[src/rtl/drum_step_scheduler.sv]
// Tempo-driven 8-step, 4-instrument drum scheduler: a BPM phase accumulator makes the
// eighth-note step ticks, and each step's hits go out one at a time over a req/ack voice port.
module drum_step_scheduler #(
    parameter int unsigned CLK_HZ = 50_000_000,
    parameter int unsigned THRESH = 30 * CLK_HZ,
    parameter int unsigned ACC_W  = 31
) (
    input  logic       clk,
    input  logic       reset,
    input  logic       play,
    input  logic [7:0] bpm,
    input  logic [7:0] pat1,
    input  logic [7:0] pat2,
    input  logic [7:0] pat3,
    input  logic [7:0] pat4,
    input  logic       voice_ack,
    output logic [2:0] step,
    output logic       step_pulse,
    output logic       voice_req,
    output logic [1:0] voice_id,
    output logic       miss,
    output logic       busy
);

    localparam logic R_IDLE = 1'b0;
    localparam logic R_RUN  = 1'b1;
    localparam logic D_IDLE = 1'b0;
    localparam logic D_REQ  = 1'b1;

    localparam int unsigned    SUM_W    = ACC_W + 1;
    localparam logic [SUM_W-1:0] THRESH_V = SUM_W'(THRESH);

    logic             run_q, run_d;
    logic             dst_q, dst_d;
    logic [ACC_W-1:0] acc_q, acc_d;
    logic [2:0]       step_q, step_d;
    logic             pulse_q, pulse_d;
    logic [3:0]       pend_q, pend_d;
    logic             req_q, req_d;
    logic [1:0]       id_q, id_d;
    logic             miss_q, miss_d;

    logic [SUM_W-1:0] sum;
    logic             load, clear;
    logic [2:0]       load_step;
    logic [3:0]       col, grant, remain;

    always_comb begin
        sum       = {1'b0, acc_q} + SUM_W'(bpm);
        run_d     = run_q;
        acc_d     = acc_q;
        step_d    = step_q;
        pulse_d   = 1'b0;
        load      = 1'b0;
        clear     = 1'b0;
        load_step = 3'd0;
        case (run_q)
            R_IDLE: begin
                acc_d  = '0;
                step_d = '0;
                if (play) begin
                    run_d   = R_RUN;
                    pulse_d = 1'b1;
                    load    = 1'b1;
                end
            end
            default: begin
                if (!play) begin
                    run_d  = R_IDLE;
                    acc_d  = '0;
                    step_d = '0;
                    clear  = 1'b1;
                end else if (sum >= THRESH_V) begin
                    // Carry the remainder so the average step period stays exact.
                    acc_d     = ACC_W'(sum - THRESH_V);
                    step_d    = step_q + 3'd1;
                    pulse_d   = 1'b1;
                    load      = 1'b1;
                    load_step = step_q + 3'd1;
                end else begin
                    acc_d = ACC_W'(sum);
                end
            end
        endcase
        col = {pat4[load_step], pat3[load_step], pat2[load_step], pat1[load_step]};
    end

    always_comb begin
        dst_d = dst_q;
        req_d = req_q;
        id_d  = id_q;
        grant = '0;
        case (dst_q)
            D_IDLE: begin
                if (pend_q != 4'd0) begin
                    dst_d = D_REQ;
                    req_d = 1'b1;
                    if (pend_q[0]) begin
                        id_d = 2'd0; grant = 4'b0001;
                    end else if (pend_q[1]) begin
                        id_d = 2'd1; grant = 4'b0010;
                    end else if (pend_q[2]) begin
                        id_d = 2'd2; grant = 4'b0100;
                    end else begin
                        id_d = 2'd3; grant = 4'b1000;
                    end
                end
            end
            default: begin
                if (voice_ack) begin
                    req_d = 1'b0;
                    dst_d = D_IDLE;
                end
            end
        endcase

        // A dispatch from the old column still issues on a reload edge; only the rest is dropped.
        remain = pend_q & ~grant;
        miss_d = 1'b0;
        if (load) begin
            pend_d = col;
            miss_d = |remain;
        end else if (clear) begin
            pend_d = '0;
        end else begin
            pend_d = remain;
        end
    end

    always_ff @(posedge clk) begin
        if (!reset) begin
            run_q   <= R_IDLE;
            dst_q   <= D_IDLE;
            acc_q   <= '0;
            step_q  <= '0;
            pulse_q <= 1'b0;
            pend_q  <= '0;
            req_q   <= 1'b0;
            id_q    <= '0;
            miss_q  <= 1'b0;
        end else begin
            run_q   <= run_d;
            dst_q   <= dst_d;
            acc_q   <= acc_d;
            step_q  <= step_d;
            pulse_q <= pulse_d;
            pend_q  <= pend_d;
            req_q   <= req_d;
            id_q    <= id_d;
            miss_q  <= miss_d;
        end
    end

    assign step       = step_q;
    assign step_pulse = pulse_q;
    assign voice_req  = req_q;
    assign voice_id   = id_q;
    assign miss       = miss_q;
    assign busy       = req_q | (pend_q != 4'd0);

endmodule

[config.mk]
export PLATFORM = sky130hd
export DESIGN_NAME = drum_step_scheduler
export DESIGN_NICKNAME = d
export VERILOG_FILES = /design/src/rtl/drum_step_scheduler.sv
export SDC_FILE = /design/constraint.sdc
export NUM_CORES = 1
export LEC_CHECK = 0
export BUFFER_PORTS_ARGS = -buffer_cell sky130_fd_sc_hd__buf_2
export CAP_MARGIN = 25
export CORE_MARGIN = 4
export CORE_UTILIZATION = 55
export DETAILED_ROUTE_END_ITERATION = 10
export PLACE_DENSITY = 0.78
export SETUP_SLACK_MARGIN = 0.02
export SYNTH_ARGS = -nofsm -noshare
export SYNTH_HDL_FRONTEND = slang
export SYNTH_SLANG_ARGS = --single-unit
[constraint.sdc]
create_clock -name clk -period 7.8 [get_ports clk]
set_input_delay 0.39 -clock clk [delete_from_list [all_inputs] [get_ports clk]]
set_output_delay 0.39 -clock clk [all_outputs]
set_load 0.02 [all_outputs]
# Word-level counts from Yosys, hierarchy flattened
# Index checks and enable logic that the tools add are counted.
[totals]
in_bits = 44
elab_cells = 60
output_inout_bits = 9
regBits = 45
[op_classes]
add_sub_neg = 3
muxes = 34
n_eq_ne = 1
reduce_logical = 7
magnitude_cmp = 2
bitwise_logic = 4
[ops]
columns = ["op", "count"]
rows = [
  ["31-bit by 8-bit adder with 32-bit output", 1],
  ["32-bit by 31-bit greater-or-equal comparator with 1-bit output (second input constant)", 1],
  ["31-bit two-way mux", 1],
  ["31-bit subtractor (second input constant)", 1],
  ["4-bit two-way mux", 7],
  ["1-bit two-way mux", 17],
  ["1-bit binary-select mux with 3-bit select", 4],
  ["3-bit two-way mux", 3],
  ["2-bit AND reduction", 3],
  ["4-bit bitwise AND", 1],
  ["3-bit by 4-bit < comparator with 1-bit output (second input constant)", 1],
  ["2-bit two-way mux", 2],
  ["4-bit inverter", 1],
  ["4-bit nonzero test", 1],
  ["4-bit OR reduction", 1],
  ["3-bit by 1-bit adder with 3-bit output (second input constant)", 1],
  ["3-bit AND reduction", 1],
  ["2-bit inequality test (second input constant)", 1],
  ["2-bit nonzero test", 1],
  ["1-bit inverter", 1],
  ["1-bit bitwise OR", 1],
]

# Logic depth before layout (Yosys ltp)
# Gate-level depths: netlist of run 1.
[logic_depth]
ltp_word = 9
depth_mapped = 19
depth_no_buf = 17

# Worst setup path after synthesis of run 1
# Ideal clock, no wire load.
[synth_timing]
path_kind = "input to register"
startpoint = "in bpm[0]"
endpoint = "reg pend_q[1]"
t_arrival_ps = 3653
setup_ps = 130
path_stages = 18
path_buffers = 1
t_required_ps = 7670
slack_ps = 4017
path_cell_list = "ha_1 inv_1 fa_1 nand2b_1 a21oi_1 nor2b_1 o21ai_0 xor2_1 ha_1 and3_1 o21bai_1 a311oi_2 o311ai_1 and2_1 buf_2 o31a_1 a2111oi_2 o22ai_1"
[synth_via]
elab_chain_len = 8
elab_cells_between_ends = 11
cone_classes = "add/sub (1); order compare (1); mux (9)"
[synth_lines]
columns = ["element", "line", "text"]
rows = [
  ["from (decl)", "11", "input logic [7:0] bpm,"],
  ["31-bit by 8-bit adder with 32-bit output (*)", "49", "sum = {1'b0, acc_q} + SUM_W'(bpm);"],
  ["32-bit by 31-bit greater-or-equal comparator with 1-bit output (*)", "73", "end else if (sum >= THRESH_V) begin"],
  ["3-bit two-way mux", "73", ""],
  ["3-bit two-way mux", "68", "if (!play) begin"],
  ["3-bit two-way mux", "57", "case (run_q)"],
  ["1-bit binary-select mux with 3-bit select", "85", "col = {pat4[load_step], pat3[load_step], pat2[load_step], pat1[load_step]};"],
  ["1-bit two-way mux (not written as such)", "85", ""],
  ["4-bit two-way mux (*)", "120", "if (load) begin"],
  ["to (signal assigned)", "147", "pend_q <= pend_d;"],
  ["to (decl)", "38", "logic [3:0] pend_q, pend_d;"],
]
# Mark *: on every way between the ends. The rest lies on a longest branch, timed or not. The select of a mux whose other input is x is not followed.
# A chain may end at the register's enable or synchronous reset.

# Worst setup path after layout of run 1
[layout_timing]
startpoint = "reg acc_q[0]"
endpoint = "reg pend_q[1]"
[layout_via]
elab_chain_len = 8
elab_cells_between_ends = 11
cone_classes = "add/sub (1); order compare (1); mux (9)"
[layout_lines]
columns = ["element", "line", "text"]
rows = [
  ["from (decl)", "35", "logic [ACC_W-1:0] acc_q, acc_d;"],
  ["from (signal assigned)", "134", "acc_q <= '0;"],
  ["from (signal assigned)", "144", "acc_q <= acc_d;"],
  ["31-bit by 8-bit adder with 32-bit output (*)", "49", ""],
  ["32-bit by 31-bit greater-or-equal comparator with 1-bit output (*)", "73", ""],
  ["3-bit two-way mux", "73", ""],
  ["3-bit two-way mux", "68", ""],
  ["3-bit two-way mux", "57", ""],
  ["1-bit binary-select mux with 3-bit select", "85", ""],
  ["1-bit two-way mux (not written as such)", "85", ""],
  ["4-bit two-way mux (*)", "120", ""],
]
# Marked as above.

==> flow_summary.toml, run 1 <==
[logic_synthesis]
ys_types = 68
ys_seq_area_share_pct = 27.8
netlist_instances = 405
async_flop_share_pct = 0
synth-edff-count = 0
syn-cell-area_mm2 = 0.00324
syn_area_per_cell_um2 = 8.00
ys_warn_count = 0
synthFlopType = "dfxtp_1"
synth_fp_nets = 460
ys_ff_latch = 45

[worst_setup_path]
crit_required_ns = 7.99
endpoint_kind = "register"
arrival_ns = 4.87
cp-start-kind = "register"
path_class = "register to register"
worstPathMaxFanout = 24

[floorplanning]
start_util_pct = 57.8
die-width_um = 84.8
io_pins = 53
die_h_um = 84.8
rows = 27
fp.dieArea_mm2 = 0.00718
core-area_mm2 = 0.00561

[final_layout]
final_cell_mix = "59 x nor2_1, 52 x buf_2, 45 x dfxtp_1"
drive_above_1_share_pct = 18.4
utilization_pct = 64.6
stdcell_count = 518
multi_input_area_mm2 = 0.00221
regArea_um2 = 901
fillers = 497
layout.nets = 500
area_delta_synth_final_pct = 11.8
layout_commonest_cell = "nor2_1"
n_antenna_cell = 0

[power]
p_per_area_mw_per_mm2 = 132
vdd_drop_max_uv = 99.3
leakage_nw = 1.44

[cts]
clk_path_buf_depth = 2
insertion_delay_ns = 0.31
cts_tree = "built"
cts_setup_buffers = 0
h-tree-depth = 2
root_buffer = "clkbuf_8"
cts_resized = 0
numCtsBuffers = 5
cts.sinks = 45
cts_hold_buf = 0
clkTransAtPathRegs_ns = 0.10

[global_route]
grt_antenna_before_repair = 0
track_usage_pct = 20.5
grt_pass1_wl_um = 12400
grt_overflow_total = 0
grt_pass1_vias = 2773
grt_start_max_net_pins = 26

[timing]
slew_headroom_pct = 44.2
period_share_pct = 60.0
fmax_mhz = 214
worst_hold_slack_ns = 0.334
drv_slew = 0
setup_viol = 0
tns_ns = 0
period_needed_ns = 4.68
finClkSkew_ns = 0.0130
hold_viol_final = 0
tightest_slew_ns = 0.837
rsz0062_at_grt = "no"

[status]
outcome = "finished, final reports clean"

[route]
drt_iter0_markers = 253
dr.pass1.iters = 5
vias = 3069
ant_nets = 0
viasPerCell = 5.92
routed_wl_um = 7370
routedWlPerCell_um = 14.2
remaining_drc_errors = 0

[placed_design]
gp_congestion = 0.963
numPortBuffers = 52
dp.cells = 510
dp_hpwl_um = 5460

[job]
maxCapViolCount = 0

[min_path]
hold_class = "primary input to register"
-- power by group --
group,switching (mW),internal (mW)
Sequential,0.00522,0.234
Clock,0.0895,0.0978
Combinational,0.0263,0.0243
-- synth_stat cells (2+ instances only) --
master,n,area (um^2)
nor2_1,59,221
dfxtp_1,45,901
nand2_1,39,146
xnor2_1,31,272
a21oi_1,23,115
xor2_1,21,184
o21ai_0,13,65.1
clkbuf_1,12,45.0
and3_1,11,68.8
inv_1,11,41.3
ha_1,10,125
nand3_1,10,50.1
nor3_1,10,50.1
o211ai_1,7,52.6
nand4_1,6,37.5
o22ai_1,6,37.5
a31oi_1,5,31.3
and2_1,5,31.3
nor2b_1,5,31.3
mux4_2,4,90.1
o31ai_1,4,30.0
buf_2,3,15.0
buf_4,3,22.5
nand2b_1,3,18.8
or3_1,3,18.8
a21boi_0,2,15.0
a21o_1,2,15.0
a21oi_2,2,17.5
a41oi_1,2,17.5
and4b_1,2,20.0
mux2_2,2,22.5
mux2i_1,2,20.0
nand4b_1,2,17.5
o2111ai_1,2,17.5
o21a_1,2,15.0
o221a_2,2,22.5
o2bb2ai_1,2,17.5
o31a_1,2,17.5
-- critical path, cell delays in order, from the launching register on --
cell and delay, ns:
dfxtp_1 0.32, ha_1 0.16, inv_1 0.05, fa_1 0.40, nand2b_1 0.18, a21oi_1 0.29, nor2b_1 0.12, o21ai_0 0.23
xor2_1 0.18, ha_1 0.23, and3_1 0.15, o21bai_1 0.34, a311oi_2 0.18, o311ai_1 0.34, and2_1 0.73, nor3_1 0.14
a2111oi_2 0.41, o22ai_1 0.11
-- flip-flops by register name, indices dropped and copies added (netlist names) --
register,cells
acc_q,31
pend_q,4
step,3
voice_id,2
dst_q,1
miss,1
run_q,1
step_pulse,1
voice_req,1
-- stage by stage --
stage               power [mW]  area, um^2  worst slack (ns)
floorplan                0.276        3240              4.02
global placement         0.294        3510              3.33
detailed placement       0.295        3510              3.12
CTS                      0.479        3620              3.22
global route             0.497        3620              2.68
finish                   0.477        3620              3.12
-- layer usage --
layer	GRT usage [%]	wire, um	up-vias
met4	5.32	101	0
met3	5.50	607	13
li1	-	-	1521
met5	0	0	-
met1	27.1	3340	1395
met2	33.0	3320	140
-- layout make-up --
type	count	share of cell area, %
Multi-Input combinational cell	329	60.9
Clock buffer	5	1.90
Clock inverter	3	1.31
Inverter	11	1.14
Tap cell	72	2.49
Sequential cell	45	24.9
Timing Repair Buffer	53	7.39
-- cell families (layout without fill, tap and decap cells) --
| family | Yosys count | count (layout) | synth area share [%] |
|---|---|---|---|
| compound gates | 91 | 91 | 19.5 |
| fa+ha+maj | 12 | 12 | 4.79 |
| buf+inv | 31 | 72 | 4.09 |
| mux | 8 | 8 | 4.09 |
| xor+xnor | 53 | 53 | 14.6 |
| flops | 45 | 45 | 27.8 |
| simple gates | 165 | 165 | 25.1 |
-- worst paths after layout --
kind / depth (start not counted) / slack [ns] / startpoint / endpoint
worst min-delay path: 4 / 0.33 / voice_ack / dst_q
worst min register to register: 2 / 0.48 / step[1] / step[1]
worst max-delay path: 17 / 3.12 / acc_q[0] / pend_q[1]
worst max register to register: 17 / 3.12 / acc_q[0] / pend_q[1]
No activity file was read; power rests on OpenSTA's default activity.
==> run 2: changes to the inputs <==
Settings changed: ABC_AREA set to 1, PLACE_DENSITY 0.78 to 0.76.
Clock period 7.8 ns to 4.83 ns, I/O delays scaled along.
==> run 2 against run 1 <==
- synthesized cell count is 73% higher
- hold slack worse by 0.16 ns
- critical endpoint is now pend_q[0]
- wire length is 50% higher
- non-clock buffer count stayed put
- setup slack worse by 2.3 ns
==> flow_summary.toml, run 2 <==
[logic_synthesis]
syn_area_per_cell_um2 = 5.85
synthTopCellsByArea = "dfxtp_1 22%, nand2_1 19%, inv_1 9.3%, nand3_1 8.5%, a21oi_1 5.1%"
synth_top_area_share_pct = 21.9
ys_warn_count = 0
ys_types = 42
synth.most_common_cell = "nand2_1"
netlist_instances = 702
yosys-top-cells-count = "204 x nand2_1, 102 x inv_1, 70 x nand3_1"
ys_ff_latch = 45
yosysTopAreaCell = "dfxtp_1"
synthFlopType = "dfxtp_1"
synth-edff-count = 0
async_flop_share_pct = 0
syn-cell-area_mm2 = 0.00411
synth_fp_nets = 757
ys_seq_area_share_pct = 21.9

[cts]
clk_path_buf_depth = 2
clkTransAtPathRegs_ns = 0.09
root_buffer = "clkbuf_8"
numCtsBuffers = 5
insertion_delay_ns = 0.30
cts_hold_buf = 0
cts.sinks = 45
cts_tree = "built"
cts_setup_buffers = 0
cts_resized = 0
h-tree-depth = 2

[floorplanning]
fp.dieArea_mm2 = 0.00892
start_util_pct = 56.6
rows = 31
die-width_um = 94.4
io_pins = 53
core-area_mm2 = 0.00725
die_h_um = 94.4

[placed_design]
placed_area_mm2 = 0.00442
dp.cells = 843
place_ws_ns = 0.851
dp_hpwl_um = 8990
numPortBuffers = 52
gp_congestion = 1.01

[worst_setup_path]
arrival_ns = 4.25
endpoint_kind = "register"
worstPathMaxFanout = 49
path_class = "register to register"
crit_required_ns = 5.05
cp-start-kind = "register"

[final_layout]
stdcell_count = 849
design_area_mm2 = 0.00449
drive_above_1_share_pct = 17.5
regMostFlops = "acc_q"
layout.nets = 806
area_delta_synth_final_pct = 9.38
final_cell_mix = "204 x nand2_1, 102 x inv_1, 70 x nand3_1"
largest_register_ffs = 31
n_antenna_cell = 0
layout_commonest_cell = "nand2_1"
regArea_um2 = 901
fillers = 725
multi_input_area_mm2 = 0.00265

[timing]
period_share_pct = 83.3
finClkSkew_ns = 0.0163
slew_headroom_pct = 62.6
setup_slack_ns = 0.808
drv_slew = 0
fmax_mhz = 249
period_needed_ns = 4.02
tns_ns = 0
tightest_slew_ns = 0.562
rsz0062_at_grt = "no"
hold_viol_final = 0
setup_viol = 0

[power]
vdd_drop_max_uv = 127
p_per_area_mw_per_mm2 = 158
power_mw = 0.708
leakage_nw = 2.22

[route]
viasPerCell = 5.35
drt_iter0_markers = 253
routed_wl_um = 11000
vias = 4539
dr.pass1.iters = 5
routedWlPerCell_um = 13.0
ant_nets = 0
remaining_drc_errors = 0

[global_route]
grt_pass1_vias = 4289
grt_pass1_wl_um = 18900
grt_start_max_net_pins = 50
track_usage_pct = 26.1
grt_antenna_before_repair = 0
grt_overflow_total = 0

[status]
outcome = "finished, final reports clean"

[job]
maxCapViolCount = 0

[min_path]
hold_class = "primary input to register"
-- run 2: changes by cell type after synthesis, moves of 18 or more --
cell	previous run	this run
a21oi_1	23	42
nand2_2	1	19
nand2_1	39	204
inv_2	0	18
inv_1	11	102
nand3_1	10	70
nand4_1	6	25
xnor2_1	31	0
-- run 2: cell type report --
type / count / share of cell area [%]
timing repair buffer: 53 / 5.96
clock buffer: 5 / 1.53
sequential: 45 / 20.1
clock inverter: 1 / 0.111
tap: 99 / 2.76
inverter: 126 / 10.6
multi-input combinational: 520 / 59.0
-- run 2: worst paths after layout --
kind          startpoint     endpoint  slack, ns  cells past startpoint
max             acc_q[0]    pend_q[0]       0.81                     22
min                 play        run_q       0.17                      3
max reg2reg     acc_q[0]    pend_q[0]       0.81                     22
min reg2reg  voice_id[0]  voice_id[0]       0.49                      2
-- run 2: worst max-delay path, cell delays in order, from the launching register on --
cell	delay, ns
dfxtp_1	0.32
ha_1	0.20
inv_1	0.07
fa_1	0.35
inv_1	0.13
nand2_1	0.08
nand2_1	0.08
nand3_1	0.08
nand2_2	0.14
xor2_1	0.28
ha_1	0.24
nand3_1	0.10
nor2_2	0.15
nand3_1	0.13
nand2_1	0.16
nand3_2	0.11
nand3_4	0.44
nand3_2	0.30
clkinv_2	0.18
nand3_1	0.10
nand3_1	0.09
nand2_1	0.07
a21oi_1	0.11
-- run 2: metrics by stage --
stage | hold slack (ns) | util (%)
finish | 0.174 | 61.9
global route | 0.218 | 61.9
CTS | 0.171 | 61.9
detailed placement | 0.472 | 60.9
global placement | 0.462 | 60.9
floorplan | 0.335 | -
-- run 2: where the power goes --
group	total (mW)	leakage (nW)	internal [mW]	switching (mW)
Combinational	0.0972	1.82	0.0389	0.0583
Sequential	0.387	0.365	0.380	0.00670
Clock	0.224	0.0399	0.0956	0.128
Total	0.708	2.22	0.515	0.193
-- run 2: kinds of logic (layout without fill, tap and decap cells) --
group | count (synthesis) | after routing | share of synthesized area, %
fa+ha+maj | 11 | 11 | 3.53
buf+inv | 137 | 185 | 13.5
simple gates | 419 | 419 | 48.3
compound gates | 85 | 85 | 11.5
flops | 45 | 45 | 21.9
xor+xnor | 5 | 5 | 1.25
-- run 2: routing by layer --
layer  GRT usage (%)  up-vias  part of all wire, %
met4            8.90        0                  2.4
met3            3.11       25                  5.2
met2            45.2      151                   47
li1                -     2343                    -
met5               0        -                    0
met1            33.5     2020                   46
